File: config.mk
export PLATFORM = sky130hd
export DESIGN_NAME = i2c_register_access
export DESIGN_NICKNAME = d
export VERILOG_FILES = /design/src/rtl/i2c_access_pkg.sv /design/src/rtl/i2c_byte_slicer.sv /design/src/rtl/i2c_register_access.sv
export SDC_FILE = /design/constraint.sdc
export NUM_CORES = 1
export LEC_CHECK = 0
export CORE_MARGIN = 8
export CORE_UTILIZATION = 30
export CTS_BUF_LIST = sky130_fd_sc_hd__clkbuf_16
export CTS_CLUSTER_SIZE = 12
export DETAILED_ROUTE_END_ITERATION = 16
export GPL_TIMING_DRIVEN = 0
export SYNTH_ARGS = -nofsm -noshare
export SYNTH_HDL_FRONTEND = slang
export SYNTH_HIERARCHICAL = 1
export SYNTH_SLANG_ARGS = --single-unit
File: constraint.sdc
create_clock -name clk -period 2.5 [get_ports clk]
set_input_delay 0.375 -clock clk [delete_from_list [all_inputs] [get_ports clk]]
set_output_delay 0.375 -clock clk [all_outputs]
set_load 0.05 [all_outputs]
File: src/rtl/i2c_access_pkg.sv
// Shared types and constants for the I2C register access controller.
package i2c_access_pkg;

  // Controller states: each byte uses an ISSUE state and its paired WAIT state.
  typedef enum logic [3:0] {
    IDLE,
    SADDR_W,
    SADDR_W_WAIT,
    RADDR,
    RADDR_WAIT,
    WDATA,
    WDATA_WAIT,
    SADDR_R,
    SADDR_R_WAIT,
    RDATA,
    RDATA_WAIT,
    CHECK,
    RETRY
  } state_e;

  // Completion codes reported on reg_op_err.
  typedef enum logic [1:0] {
    ERR_OK     = 2'd0,
    ERR_NACK   = 2'd1,
    ERR_VERIFY = 2'd2
  } err_e;

  // R/W bit appended to the 7-bit device address.
  localparam logic RW_WRITE = 1'b0;
  localparam logic RW_READ  = 1'b1;

  // Slave-address byte as it goes on the wire.
  function automatic logic [7:0] saddr_byte(input logic [6:0] dev, input logic rw);
    return {dev, rw};
  endfunction

endpackage

File: src/rtl/i2c_byte_slicer.sv
// Byte selection (MSB first) from the latched register address or write data,
// and placement of received bytes into the read-data vector.
module i2c_byte_slicer #(
  parameter int ADDR_BYTES = 1,
  parameter int DATA_BYTES = 1
) (
  input  logic [8*ADDR_BYTES-1:0] addr_vec,
  input  logic [8*DATA_BYTES-1:0] data_vec,
  input  logic                    sel_data,
  input  logic [2:0]              idx,
  output logic [7:0]              byte_out,
  input  logic [8*DATA_BYTES-1:0] rdata_cur,
  input  logic [7:0]              rx_byte,
  output logic [8*DATA_BYTES-1:0] rdata_next
);

  // Pick byte idx of the selected vector; byte 0 is the most significant.
  always_comb begin
    byte_out = '0;
    for (int k = 0; k < ADDR_BYTES; k++) begin
      if (!sel_data && idx == 3'(k)) byte_out = addr_vec[8*(ADDR_BYTES-1-k) +: 8];
    end
    for (int k = 0; k < DATA_BYTES; k++) begin
      if (sel_data && idx == 3'(k)) byte_out = data_vec[8*(DATA_BYTES-1-k) +: 8];
    end
  end

  // Read byte idx lands in the same MSB-first position it was sent from.
  always_comb begin
    rdata_next = rdata_cur;
    for (int k = 0; k < DATA_BYTES; k++) begin
      if (idx == 3'(k)) rdata_next[8*(DATA_BYTES-1-k) +: 8] = rx_byte;
    end
  end

endmodule

File: src/rtl/i2c_register_access.sv
// Register-level I2C transactions (write, read, optional read-back verify,
// bounded retry) built on an external byte-level send engine.
module i2c_register_access
  import i2c_access_pkg::*;
#(
  parameter int ADDR_BYTES  = 1,
  parameter int DATA_BYTES  = 1,
  parameter int VERIFY_EN   = 0,
  parameter int MAX_RETRIES = 0
) (
  input  logic                    clk,
  input  logic                    rst,
  input  logic [6:0]              i2c_addr,
  input  logic [8*ADDR_BYTES-1:0] reg_addr,
  input  logic [8*DATA_BYTES-1:0] reg_wdata,
  input  logic                    reg_op_rd,
  input  logic                    reg_op_start,
  output logic                    reg_op_ready,
  output logic                    reg_op_done,
  output logic [1:0]              reg_op_err,
  output logic [8*DATA_BYTES-1:0] reg_rdata,
  output logic [7:0]              tx_data,
  output logic                    i2c_start,
  output logic                    i2c_stop,
  output logic                    i2c_read,
  output logic                    i2c_read_nack,
  output logic                    tx_start,
  input  logic                    i2c_send_done,
  input  logic                    i2c_send_ready,
  input  logic [7:0]              rx_data,
  input  logic                    i2c_ack_err
);

  state_e                  state, state_nxt;
  logic [2:0]              cnt, cnt_nxt;
  logic [2:0]              retry_cnt;
  logic [6:0]              addr_q;
  logic [8*ADDR_BYTES-1:0] reg_addr_q;
  logic [8*DATA_BYTES-1:0] wdata_q;
  logic                    rd_q;
  logic                    verify_q;
  logic                    nack_q;
  logic                    ready_q;

  logic                    sel_data;
  logic [7:0]              slice_byte;
  logic [8*DATA_BYTES-1:0] rdata_nxt;

  logic                    accept, shift_rx, nack_set, verify_start, retry_go, finish;
  err_e                    fail_code;

  logic in_read, last_addr, last_data, nacked;
  assign in_read   = rd_q | verify_q;
  assign last_addr = (cnt == 3'(ADDR_BYTES-1));
  assign last_data = (cnt == 3'(DATA_BYTES-1));
  assign nacked    = i2c_send_done & i2c_ack_err;

  assign reg_op_ready = ready_q & i2c_send_ready;

  // Outcome of the attempt that just ended; a NACK takes precedence.
  always_comb begin
    fail_code = ERR_OK;
    if (nack_q)                                 fail_code = ERR_NACK;
    else if (verify_q && reg_rdata != wdata_q)  fail_code = ERR_VERIFY;
  end

  i2c_byte_slicer #(
    .ADDR_BYTES (ADDR_BYTES),
    .DATA_BYTES (DATA_BYTES)
  ) u_slicer (
    .addr_vec   (reg_addr_q),
    .data_vec   (wdata_q),
    .sel_data   (sel_data),
    .idx        (cnt),
    .byte_out   (slice_byte),
    .rdata_cur  (reg_rdata),
    .rx_byte    (rx_data),
    .rdata_next (rdata_nxt)
  );

  // State register and per-phase byte counter.
  // NOTE: sequential state uses non-blocking (<=) so every flop samples pre-edge values.
  always_ff @(posedge clk or posedge rst) begin
    if (rst) begin
      state <= IDLE;
      cnt   <= '0;
    end else begin
      state <= state_nxt;
      cnt   <= cnt_nxt;
    end
  end

  // Byte-engine outputs and next-state decode.
  // NOTE: every signal gets a default first so no path through the case infers a latch.
  always_comb begin
    state_nxt     = state;
    cnt_nxt       = cnt;
    tx_data       = '0;
    i2c_start     = 1'b0;
    i2c_stop      = 1'b0;
    i2c_read      = 1'b0;
    i2c_read_nack = 1'b0;
    sel_data      = 1'b0;
    accept        = 1'b0;
    shift_rx      = 1'b0;
    nack_set      = 1'b0;
    verify_start  = 1'b0;
    retry_go      = 1'b0;
    finish        = 1'b0;

    tx_start = (state == SADDR_W) || (state == RADDR) || (state == WDATA) ||
               (state == SADDR_R) || (state == RDATA);

    // Byte attributes stay stable across the ISSUE and WAIT state of a byte.
    case (state)
      SADDR_W, SADDR_W_WAIT: begin
        tx_data   = saddr_byte(addr_q, RW_WRITE);
        i2c_start = 1'b1;
      end
      RADDR, RADDR_WAIT: tx_data = slice_byte;
      WDATA, WDATA_WAIT: begin
        sel_data = 1'b1;
        tx_data  = slice_byte;
        i2c_stop = last_data;
      end
      SADDR_R, SADDR_R_WAIT: begin
        tx_data   = saddr_byte(addr_q, RW_READ);
        i2c_start = 1'b1;
      end
      RDATA, RDATA_WAIT: begin
        i2c_read      = 1'b1;
        i2c_read_nack = last_data;
        i2c_stop      = last_data;
      end
      default: ;
    endcase

    case (state)
      IDLE: begin
        if (reg_op_start && reg_op_ready) begin
          accept    = 1'b1;
          cnt_nxt   = '0;
          state_nxt = SADDR_W;
        end
      end
      SADDR_W: state_nxt = SADDR_W_WAIT;
      SADDR_W_WAIT: begin
        if (nacked) begin
          nack_set  = 1'b1;
          state_nxt = CHECK;
        end else if (i2c_send_done) begin
          cnt_nxt   = '0;
          state_nxt = RADDR;
        end
      end
      RADDR: state_nxt = RADDR_WAIT;
      RADDR_WAIT: begin
        if (nacked) begin
          nack_set  = 1'b1;
          state_nxt = CHECK;
        end else if (i2c_send_done) begin
          if (last_addr) begin
            cnt_nxt   = '0;
            state_nxt = in_read ? SADDR_R : WDATA;
          end else begin
            cnt_nxt   = cnt + 3'd1;
            state_nxt = RADDR;
          end
        end
      end
      WDATA: state_nxt = WDATA_WAIT;
      WDATA_WAIT: begin
        if (nacked) begin
          nack_set  = 1'b1;
          state_nxt = CHECK;
        end else if (i2c_send_done) begin
          if (!last_data) begin
            cnt_nxt   = cnt + 3'd1;
            state_nxt = WDATA;
          end else if (VERIFY_EN != 0) begin
            cnt_nxt      = '0;
            verify_start = 1'b1;
            state_nxt    = SADDR_W;
          end else begin
            state_nxt = CHECK;
          end
        end
      end
      SADDR_R: state_nxt = SADDR_R_WAIT;
      SADDR_R_WAIT: begin
        if (nacked) begin
          nack_set  = 1'b1;
          state_nxt = CHECK;
        end else if (i2c_send_done) begin
          cnt_nxt   = '0;
          state_nxt = RDATA;
        end
      end
      RDATA: state_nxt = RDATA_WAIT;
      RDATA_WAIT: begin
        // The master drives ACK/NACK on reads, so i2c_ack_err is not meaningful here.
        if (i2c_send_done) begin
          shift_rx = 1'b1;
          if (last_data) begin
            state_nxt = CHECK;
          end else begin
            cnt_nxt   = cnt + 3'd1;
            state_nxt = RDATA;
          end
        end
      end
      CHECK: begin
        if (fail_code != ERR_OK && retry_cnt != 3'(MAX_RETRIES)) begin
          retry_go  = 1'b1;
          state_nxt = RETRY;
        end else begin
          finish    = 1'b1;
          state_nxt = IDLE;
        end
      end
      RETRY: begin
        cnt_nxt   = '0;
        state_nxt = SADDR_W;
      end
      default: state_nxt = IDLE;
    endcase
  end

  // Request latches, retry bookkeeping, read data and completion reporting.
  always_ff @(posedge clk or posedge rst) begin
    if (rst) begin
      ready_q     <= 1'b0;
      reg_op_done <= 1'b0;
      reg_op_err  <= ERR_OK;
      reg_rdata   <= '0;
      addr_q      <= '0;
      reg_addr_q  <= '0;
      wdata_q     <= '0;
      rd_q        <= 1'b0;
      verify_q    <= 1'b0;
      nack_q      <= 1'b0;
      retry_cnt   <= '0;
    end else begin
      ready_q     <= (state_nxt == IDLE);
      reg_op_done <= finish;
      if (accept) begin
        addr_q     <= i2c_addr;
        reg_addr_q <= reg_addr;
        wdata_q    <= reg_wdata;
        rd_q       <= reg_op_rd;
        verify_q   <= 1'b0;
        nack_q     <= 1'b0;
        retry_cnt  <= '0;
        reg_op_err <= ERR_OK;
      end
      if (nack_set)     nack_q   <= 1'b1;
      if (verify_start) verify_q <= 1'b1;
      if (retry_go) begin
        retry_cnt <= retry_cnt + 3'd1;
        verify_q  <= 1'b0;
        nack_q    <= 1'b0;
      end
      if (shift_rx) reg_rdata  <= rdata_nxt;
      if (finish)   reg_op_err <= fail_code;
    end
  end

endmodule

==> flow_metrics.env <==
export IMPL_status="finished with violations"
export IMPL_violations_in_the_final_reports="negative setup slack"
export IMPL_die_w_um=115.0
export IMPL_place_inst=485
export IMPL_biggest_cell_delay_along_the_critical_path_ps=420
export IMPL_switchingPower_mw=2.871
export IMPL_antenna_found_initial=0
export IMPL_n_fill_cell=963
export IMPL_place_worst_setup_slack_ps=-977.6
export IMPL_port_buffers=61
export IMPL_synth_sequential_area_ratio=0.3913
export IMPL_finish_instance_area_mm2=0.004332
export IMPL_post_synth_inst_count=290
export IMPL_cts_hold_buffers=0
export IMPL_syn_num_nets=332
export IMPL_cp_startpoint="state[0]"
export IMPL_path_common_cell="sky130_fd_sc_hd__nor2_4"
export IMPL_clock_power_share=0.106
export IMPL_max_slew_worst_pin_slew_ps=661.8
export IMPL_final_nets=421
export IMPL_initial_core_util=0.3052
export IMPL_total_standard_cell_area_after_synthesis_mm2=0.002942
export IMPL_timing_max_cap_violations=0
export IMPL_pwr_density_cell_mw_per_mm2=1402
export IMPL_cellLeakagePower_nw=1.871
export IMPL_critical_path_cell_chain="buf_6, nor2b_4, nor2_4, nor2_4, buf_12, mux2i_4, nor2_4, mux2_4, a22oi_2, a21oi_1, a21oi_2, o21ai_4, buf_6"
export IMPL_drcViolationCount=0
export IMPL_hold_viol=0
export IMPL_worst_setup_path_type="flip-flop to output port"
export IMPL_postSynthRegisterBits=46
export IMPL_ys_warnings_count=6
export IMPL_min_path_type="input port to asynchronous set/reset pin"
export IMPL_post_dr_wirelength_cell_um=16.31
export IMPL_post_route_period_util=1.198
export IMPL_die_height_um=115.0
export IMPL_grt_use_total=0.1275
export IMPL_number_of_global_route_vias_before_repair=2611
export IMPL_power_frac_seq=0.210
export IMPL_drt_total_wl_mm=8.349
export IMPL_core_region_area_mm2=0.009639
export IMPL_layout_cells_sized_above_1=0.4037
export IMPL_async_reset_ff_frac=1.000
export IMPL_period_minus_slack_ps=2994
export IMPL_worst_slack_ps=-494.2
export IMPL_clock_latency_ps=290
export IMPL_ir_drop_v=0.0006415
export IMPL_cts_made_buffers=5
export IMPL_routed_top_layer="met4"
export IMPL_met2_wirelength_mm=4.076
export IMPL_synth_enable_flop_cells=0
export IMPL_cts_clk_slew_worst_paths_ps=60
export IMPL_cts_sinks=46
export IMPL_layout_area_overhead_vs_synth_pct=47.26
export IMPL_cts_tree="done"
export IMPL_grt_start_max_net_pins=27
export IMPL_clockBufferDepth=2
export IMPL_globalRoute_totalOverflow=0
export IMPL_required_arrival_time_at_the_worst_endpoint_ps=2120
export IMPL_fin_worst_skew_ps=6.119
export IMPL_drt_iter0_markers=99
export IMPL_sw_frac_of_total=0.4729
export IMPL_multi_input_comb_area_mm2=0.001883
export IMPL_startpoint_type="flip-flop"
export IMPL_synth_area_per_cell_um2=10.14
export IMPL_grt_setup_unrepaired="yes"
export IMPL_routed_via_density=5.023
export IMPL_wl_met1_mm=3.602
export IMPL_timing_slew_headroom=0.5571
export IMPL_final_antenna_diode_count=0
export IMPL_critical_path_slowest_cell="sky130_fd_sc_hd__dfrtp_1"
export IMPL_placementRows=36
export IMPL_reg2reg_from="state[1]"
export IMPL_synthDistinctLibCells=52
export IMPL_vias=2572
export IMPL_seq_area_mm2=0.001151
export IMPL_grt_pass1_wl_mm=13.45
export IMPL_fmax_mhz=334.0
export IMPL_drv_slew=0
export IMPL_place_congestion=0.8730
export IMPL_drtPass1Iterations=4
export IMPL_worstSetupEndpointType="output port"
export IMPL_dp_final_hpwl_mm=5.820
export IMPL_setup_viol=8
export IMPL_routed_wl_met3_um=483
export IMPL_dieArea_mm2=0.01323
export IMPL_design_portCount=63
export IMPL_internal_power_mw=3.200
export IMPL_finalNonFillerCells=512
export IMPL_ys_flop_type="sky130_fd_sc_hd__dfrtp_1"
export IMPL_critPathMaxFanout=8
export IMPL_clock_root_buffer="sky130_fd_sc_hd__clkbuf_16"
export IMPL_drtAntennaViolNets=0
export IMPL_final_core_utilization=0.4494
export IMPL_worst_ep_arrival_time_ps=2620
export IMPL_share_comb_of_total_power=0.684
export IMPL_htreeDepth=2
export IMPL_dpl_instance_area_mm2=0.003851
-- through the flow --
step | TNS [ps] | hold slack, ps | total power, mW
3_3_place_gp | -7536 | 459.3 | 4.743
3_5_place_dp | -7552 | 468.1 | 4.805
4_1_cts | -3307 | 443.9 | 5.846
5_1_grt | -4131 | 494.6 | 6.444
6_report | -3281 | 426.2 | 6.072
2_1_floorplan | -73.07 | 442.1 | 3.857
-- worst paths after layout --
| path | endpoint | slack [ps] | cells past startpoint |
|---|---|---|---|
| min | reg_rdata[1] | 430 | 2 |
| max | tx_data[4] | -490 | 13 |
| max in group asynchronous | reg_addr_q[7] | 1570 | 3 |
| min reg2reg | retry_cnt[2] | 470 | 1 |
| min in group clk | retry_cnt[2] | 470 | 1 |
| max reg2reg | wdata_q[1] | 470 | 7 |
-- timing repair --
| action | 4_1_cts | 5_1_grt |
|---|---|---|
| pin swaps | 23 | 16 |
| endpoints found under the setup margin | 12 | 12 |
| setup buffers | 18 | 5 |
| resized for setup | 90 | 34 |
-- cell usage after synthesis, types with 3 or more instances --
| master | number | area [um2] |
|---|---|---|
| sky130_fd_sc_hd__a221oi_1 | 7 | 61.31 |
| sky130_fd_sc_hd__mux2_4 | 10 | 150.1 |
| sky130_fd_sc_hd__nand2b_1 | 5 | 31.28 |
| sky130_fd_sc_hd__and2_1 | 4 | 25.02 |
| sky130_fd_sc_hd__nor4_1 | 3 | 18.77 |
| sky130_fd_sc_hd__mux2_2 | 32 | 360.4 |
| sky130_fd_sc_hd__o21ai_0 | 12 | 60.06 |
| sky130_fd_sc_hd__buf_6 | 4 | 45.04 |
| sky130_fd_sc_hd__buf_4 | 5 | 37.54 |
| sky130_fd_sc_hd__mux2i_1 | 9 | 90.09 |
| sky130_fd_sc_hd__a21oi_1 | 24 | 120.1 |
| sky130_fd_sc_hd__buf_2 | 8 | 40.04 |
| sky130_fd_sc_hd__nor2_1 | 28 | 105.1 |
| sky130_fd_sc_hd__dfrtp_1 | 46 | 1151 |
| sky130_fd_sc_hd__mux2_1 | 6 | 67.56 |
| sky130_fd_sc_hd__nand3_1 | 6 | 30.03 |
| sky130_fd_sc_hd__inv_1 | 7 | 26.28 |
| sky130_fd_sc_hd__nor3_1 | 3 | 15.01 |
| sky130_fd_sc_hd__clkbuf_1 | 3 | 11.26 |
| sky130_fd_sc_hd__nor2b_1 | 3 | 18.77 |
| sky130_fd_sc_hd__ha_1 | 4 | 50.05 |
| sky130_fd_sc_hd__a22oi_1 | 8 | 60.06 |
| sky130_fd_sc_hd__nand2_1 | 17 | 63.81 |
-- state kept, by name (all words and copies together), names as in the netlist --
| name | flops |
|---|---|
| reg_addr_q | 8 |
| reg_rdata | 8 |
| wdata_q | 8 |
| addr_q | 7 |
| state | 4 |
| cnt | 3 |
| retry_cnt | 3 |
| nack_q | 1 |
| rd_q | 1 |
| ready_q | 1 |
| reg_op_done | 1 |
| reg_op_err | 1 |
-- cell usage in the layout, fill, tap and decap left out, types with 5 or more instances in the layout --
cell	n
sky130_fd_sc_hd__nor2_1	20
sky130_fd_sc_hd__a22oi_2	6
sky130_fd_sc_hd__dfrtp_1	46
sky130_fd_sc_hd__a21oi_1	14
sky130_fd_sc_hd__a21oi_2	10
sky130_fd_sc_hd__mux2_4	14
sky130_fd_sc_hd__inv_1	6
sky130_fd_sc_hd__nand2b_1	5
sky130_fd_sc_hd__buf_2	7
sky130_fd_sc_hd__o21ai_4	6
sky130_fd_sc_hd__mux2_2	28
sky130_fd_sc_hd__nand3_1	6
sky130_fd_sc_hd__buf_4	29
sky130_fd_sc_hd__clkdlybuf4s50_1	48
sky130_fd_sc_hd__buf_6	10
sky130_fd_sc_hd__clkbuf_16	5
sky130_fd_sc_hd__o21ai_0	5
sky130_fd_sc_hd__nand2_1	17
sky130_fd_sc_hd__mux2_1	6
-- critical path: cells and delay by family (launching register included) --
| family | cells | cell delay, ps |
|---|---|---|
| mux | 2 | 520 |
| compound gates | 4 | 500 |
| flops | 1 | 420 |
| simple gates | 4 | 440 |
| buf+inv | 3 | 450 |
-- kinds of logic (layout without fill, tap and decap cells) --
family | after synthesis | after routing | share of synthesized area
flops | 46 | 46 | 0.3913
simple gates | 83 | 83 | 0.1489
compound gates | 68 | 68 | 0.1476
xor+xnor | 2 | 2 | 0.005956
buf+inv | 29 | 118 | 0.06082
mux | 57 | 57 | 0.2271
fa+ha+maj | 4 | 4 | 0.01701
other cells | 1 | 1 | 0.001275
-- routing by layer --
metal | vias to the layer above | GRT usage
met5 | - | 0
met1 | 1257 | 0.1572
met3 | 15 | 0.02941
met2 | 73 | 0.2089
li1 | 1227 | -
met4 | 0 | 0.05429
-- cell type report --
cell class                      instances  area share
Multi-Input combinational cell        215      0.4347
Sequential cell                        46      0.2657
Timing Repair Buffer                   85      0.1852
Buffer                                 19     0.03871
Tap cell                              133     0.03842
Clock buffer                            5     0.02889
Inverter                                7    0.006066
Clock inverter                          2    0.002311
-- power groups by stage --
stage,registers (mW),logic (mW),clock network [mW]
final,1.28,4.15,0.642
after global placement,1.24,3.50,0
after floorplan,1.44,2.41,0
after global routing,1.32,4.42,0.698
after CTS,1.25,3.93,0.669
after detailed placement,1.25,3.55,0
(Power assumes the default switching activity.)
